===== src/rtl/bus_host.sv =====
// rtl/bus_host.sv - bus transfer initiator: burst write, readback request, compare and report
module bus_host #(
  parameter int n = 8,
  parameter int size = 1024,
  localparam int LW = $clog2(size + 1)
) (
  input  logic          clock,
  input  logic          reset,
  input  logic          cmd_valid,
  output logic          cmd_ready,
  input  logic [LW-1:0] cmd_len,
  input  logic [n-1:0]  cmd_seed,
  output logic          start,
  output logic          stop,
  output logic [n-1:0]  datain,
  output logic          start_read,
  input  logic [n-1:0]  dataout,
  input  logic          buff_full,
  input  logic          buff_empty,
  output logic          done,
  output logic [LW-1:0] err_count,
  output logic          overflow
);

  typedef enum logic [2:0] {
    IDLE,
    WRITE,
    GAP,
    READ_REQ,
    READ_WAIT,
    READ,
    DONE
  } state_t;

  state_t        state;
  logic [LW-1:0] len_q;
  logic [n-1:0]  seed_q;
  logic [LW-1:0] idx;
  logic [n-1:0]  expected;
  logic          last;
  logic          unused_empty;

  // One index serves both the write word counter and the readback counter;
  // the expected word wraps modulo 2^n because the sum is n bits wide.
  assign expected     = seed_q + n'(idx);
  assign last         = (idx == len_q - LW'(1));
  assign unused_empty = buff_empty;

  // Burst sequencer: every output is a register updated alongside the state.
  always_ff @(posedge clock) begin
    if (reset) begin
      state      <= IDLE;
      cmd_ready  <= 1'b1;
      start      <= 1'b0;
      stop       <= 1'b0;
      start_read <= 1'b0;
      done       <= 1'b0;
      overflow   <= 1'b0;
      datain     <= '0;
      err_count  <= '0;
      len_q      <= '0;
      seed_q     <= '0;
      idx        <= '0;
    end else begin
      done       <= 1'b0;
      start_read <= 1'b0;
      case (state)
        IDLE: begin
          if (cmd_valid && cmd_ready) begin
            cmd_ready <= 1'b0;
            len_q     <= cmd_len;
            seed_q    <= cmd_seed;
            idx       <= '0;
            err_count <= '0;
            overflow  <= 1'b0;
            state     <= (cmd_len == '0) ? DONE : WRITE;
          end else begin
            cmd_ready <= 1'b1;
          end
        end
        WRITE: begin
          if (buff_full) begin
            // Abort cycle: datain keeps the last presented word.
            start    <= 1'b0;
            stop     <= 1'b1;
            overflow <= 1'b1;
            state    <= DONE;
          end else begin
            datain <= expected;
            start  <= (idx == '0);
            stop   <= last;
            idx    <= idx + LW'(1);
            if (last) state <= GAP;
          end
        end
        GAP: begin
          start <= 1'b0;
          stop  <= 1'b0;
          state <= READ_REQ;
        end
        READ_REQ: begin
          start_read <= 1'b1;
          idx        <= '0;
          state      <= READ_WAIT;
        end
        READ_WAIT: begin
          // The device samples the request on this edge and drives word 0 after it.
          state <= READ;
        end
        READ: begin
          if (dataout != expected && err_count != LW'(size)) begin
            err_count <= err_count + LW'(1);
          end
          idx <= idx + LW'(1);
          if (last) state <= DONE;
        end
        DONE: begin
          start <= 1'b0;
          stop  <= 1'b0;
          done  <= 1'b1;
          state <= IDLE;
        end
        default: state <= IDLE;
      endcase
    end
  end

endmodule


===== config.mk =====
export PLATFORM = sky130hd
export DESIGN_NAME = bus_host
export DESIGN_NICKNAME = d
export VERILOG_FILES = /design/src/rtl/bus_host.sv
export SDC_FILE = /design/constraint.sdc
export NUM_CORES = 1
export LEC_CHECK = 0
export ABC_AREA = 1
export ABC_CLOCK_PERIOD_IN_PS = 3040
export BUFFER_PORTS_ARGS = -buffer_cell sky130_fd_sc_hd__buf_2
export CELL_PAD_IN_SITES_DETAIL_PLACEMENT = 1
export CELL_PAD_IN_SITES_GLOBAL_PLACEMENT = 2
export CORE_MARGIN = 5
export CORE_UTILIZATION = 32
export CTS_BUF_LIST = sky130_fd_sc_hd__clkbuf_2 sky130_fd_sc_hd__clkbuf_4 sky130_fd_sc_hd__clkbuf_8
export CTS_CLUSTER_DIAMETER = 60
export DETAILED_ROUTE_END_ITERATION = 7
export HOLD_SLACK_MARGIN = 0.06
export PLACE_DENSITY = 0.85
export RECOVER_POWER = 50
export SYNTH_ARGS = -nofsm -noshare
export SYNTH_HDL_FRONTEND = slang
export SYNTH_SLANG_ARGS = --single-unit

===== constraint.sdc =====
create_clock -name clock -period 3.04 [get_ports clock]
set_input_delay 0.608 -clock clock [delete_from_list [all_inputs] [get_ports clock]]
set_output_delay 0.608 -clock clock [all_outputs]
set_load 0.02 [all_outputs]

==> flow_metrics.env <==
export IMPL_p_leak_nw=1.84
export IMPL_synthFlopType="dfxtp_1"
export IMPL_gp_congestion=0.784
export IMPL_dr_pass1_iters=4
export IMPL_end_kind="register"
export IMPL_ff_latch_area_mm2=0.00116
export IMPL_synthCells=545
export IMPL_syn_num_nets=590
export IMPL_cts_repair_resized=0
export IMPL_drt_iter0_markers=183
export IMPL_max_clock_freq_mhz=384
export IMPL_via_per_inst=4.94
export IMPL_pin_count=57
export IMPL_status="complete, no violations"
export IMPL_rr_startpoint="state[1]"
export IMPL_synth_edff_count=0
export IMPL_first_global_vias=3689
export IMPL_vdd_drop_max_uv=449
export IMPL_vias=3680
export IMPL_min_path_cells=2
export IMPL_layout_setup_ws_ns=0.435
export IMPL_placedCellCount=730
export IMPL_die_area_mm2=0.0135
export IMPL_multiInputGateArea_mm2=0.00209
export IMPL_clock_power_share_pct=19.9
export IMPL_grt_pass1_wl_mm=17.8
export IMPL_critPathLaunchType="register"
export IMPL_wl_met2_mm=5.08
export IMPL_finalWirelength_mm=10.8
export IMPL_rsz0062_at_grt="false"
export IMPL_cts_sink_count=58
export IMPL_areaGrowthSynthToFinish_pct=15.2
export IMPL_slew_viol_final=0
export IMPL_p_per_area_mw_per_mm2=888
export IMPL_cts_max_level=3
export IMPL_hold_violations=0
export IMPL_setup_viol=0
export IMPL_reg2regPathDepth=8
export IMPL_top_layer_used="met4"
export IMPL_final_area_mm2=0.00415
export IMPL_die_w_um=116
export IMPL_avgSynthCellArea_um2=6.60
export IMPL_power_switching_mw=1.74
export IMPL_wl_per_cell_um=14.5
export IMPL_finalSetupTns_ns=0
export IMPL_crit_fanout=10
export IMPL_post_dp_hpwl_mm=8.39
export IMPL_insertion_delay_ns=0.34
export IMPL_crit_required_ns=3.26
export IMPL_skew_ns=0.00581
export IMPL_ys_async_sr_fraction_pct=0
export IMPL_maxCapViolations=0
export IMPL_cts_tree="yes"
export IMPL_post_route_period_util_pct=85.7
export IMPL_die_h_um=116
export IMPL_clock_path_buffers=2
export IMPL_antenna_found_initial=0
export IMPL_power_mw=3.68
export IMPL_post_place_ws_ns=0.606
export IMPL_cts_setup_buffers=0
export IMPL_wl_met3_um=376
export IMPL_path_clk_slew_ns=0.07
export IMPL_r2r_end="idx[10]"
export IMPL_r2r_slack_ns=0.44
export IMPL_fin_nets=646
export IMPL_final_common_cell="nand2_1"
export IMPL_post_dp_cell_area_mm2=0.00401
export IMPL_syn_cell_area_mm2=0.00360
export IMPL_n_antenna_cell=0
export IMPL_min_period_ns=2.60
export IMPL_min_delay_start="seed_q[5]"
export IMPL_synth_cell_types=40
export IMPL_start_util_pct=32.9
export IMPL_min_to="seed_q[5]"
export IMPL_wl_met1_mm=5.21
export IMPL_internal_power_mw=1.95
export IMPL_worst_pin_slew_ns=1.14
export IMPL_critPathKind="reg -> reg"
export IMPL_ctsHoldBuffers=0
export IMPL_synth_seq_cells=58
export IMPL_cp_arrival_ns=2.83
export IMPL_pwr_share_seq_pct=31.7
export IMPL_grt_start_max_net_pins=35
export IMPL_hold_slack_ns=0.475
export IMPL_ant_nets=0
export IMPL_ys_seq_area_share_pct=32.3
export IMPL_track_usage_pct=16.7
export IMPL_slew_headroom_pct=24.1
export IMPL_layout_drive_gt1_share_pct=12.4
export IMPL_final_cell_mix="nand2_1 (115), inv_1 (66), nand3_1 (66), nor2_1 (65), dfxtp_1 (58)"
export IMPL_hp_class="reg -> reg"
export IMPL_pwr_share_comb_pct=48.5
export IMPL_synth_warnings=0
export IMPL_drc=0
export IMPL_num_fill_cells=1464
export IMPL_portBuffers=55
export IMPL_cts_made_buffers=9
export IMPL_finish_utilization_pct=37.9
export IMPL_grt_overflow_total=0
export IMPL_root_buffer="clkbuf_8"
export IMPL_stdcell_count=745
export IMPL_rows=38
export IMPL_p_sw_share_pct=47.1
export IMPL_coreArea_mm2=0.0109
cells by family (layout without fill, tap and decap cells):
group           Yosys count  count (layout)  share of synthesized area (%)
buf+inv                  86             146                           9.32
fa+ha+maj                13              13                           4.73
simple gates            300             300                           38.5
xor+xnor                 16              16                           3.89
compound gates           72              72                           11.3
flops                    58              58                           32.3
worst max path at each step:
| stage | slack [ns] | end | cells past startpoint | from |
|---|---|---|---|---|
| 2_1_floorplan | 0.92 | err_count[7] | 13 | idx[0] |
| 3_3_place_gp | 0.64 | err_count[10] | 12 | idx[0] |
| 3_5_place_dp | 0.61 | err_count[10] | 14 | idx[0] |
| 4_1_cts | 0.59 | err_count[6] | 15 | idx[0] |
| 5_1_grt | 0.22 | err_count[6] | 8 | state[1] |
| 6_report | 0.44 | idx[10] | 8 | state[1] |
layer usage:
| layer | global-route usage, % | vias to the layer above |
|---|---|---|
| met5 | 0 | - |
| met4 | 4.33 | 0 |
| met3 | 3.39 | 8 |
| met2 | 27.9 | 49 |
| met1 | 21.9 | 1731 |
| li1 | - | 1892 |
power by group through the flow:
stage	registers (mW)	logic (mW)	clock network [mW]
2_1_floorplan	1.27	1.25	0
3_3_place_gp	1.18	1.80	0
3_5_place_dp	1.18	1.86	0
4_1_cts	1.17	1.87	0.755
5_1_grt	1.20	2.02	0.793
6_report	1.17	1.78	0.732
registers in the layout (all words and copies together) (netlist names):
| signal | flops |
|---|---|
| cmd_ready | 1 |
| datain | 8 |
| done | 1 |
| err_count | 11 |
| idx | 11 |
| len_q | 11 |
| overflow | 1 |
| seed_q | 8 |
| start | 1 |
| start_read | 1 |
| state | 3 |
| stop | 1 |
critical path: stages (launching register included):
cell,delay (ns)
dfxtp_1,0.45
nor2_1,0.12
nand2_2,0.10
nor2_1,0.08
nor3_1,0.90
inv_2,0.22
o21ai_4,0.38
o21bai_1,0.17
a21oi_1,0.05
layout make-up:
cell class	count	area share, %
clock buffer	12	3.68
timing repair buffer	58	6.21
multi-input combinational	401	50.3
sequential	58	28.0
clock inverter	3	0.965
inverter	73	6.61
tap	140	4.22
cell usage after synthesis (all sizes together) (5+ instances only):
| cell type | instances | area (um^2) |
|---|---|---|
| o21ai | 24 | 131 |
| dfxtp | 58 | 1160 |
| xnor2 | 7 | 61.3 |
| inv | 73 | 274 |
| nand2 | 124 | 495 |
| ha | 12 | 150 |
| nor2 | 70 | 288 |
| nand4 | 11 | 68.8 |
| nor4 | 6 | 37.5 |
| xor2 | 9 | 78.8 |
| o211ai | 5 | 37.5 |
| a21oi | 36 | 180 |
| nor3 | 14 | 91.3 |
| clkbuf | 10 | 38.8 |
| nand3 | 68 | 350 |
Power figures use the tool's default switching activity.
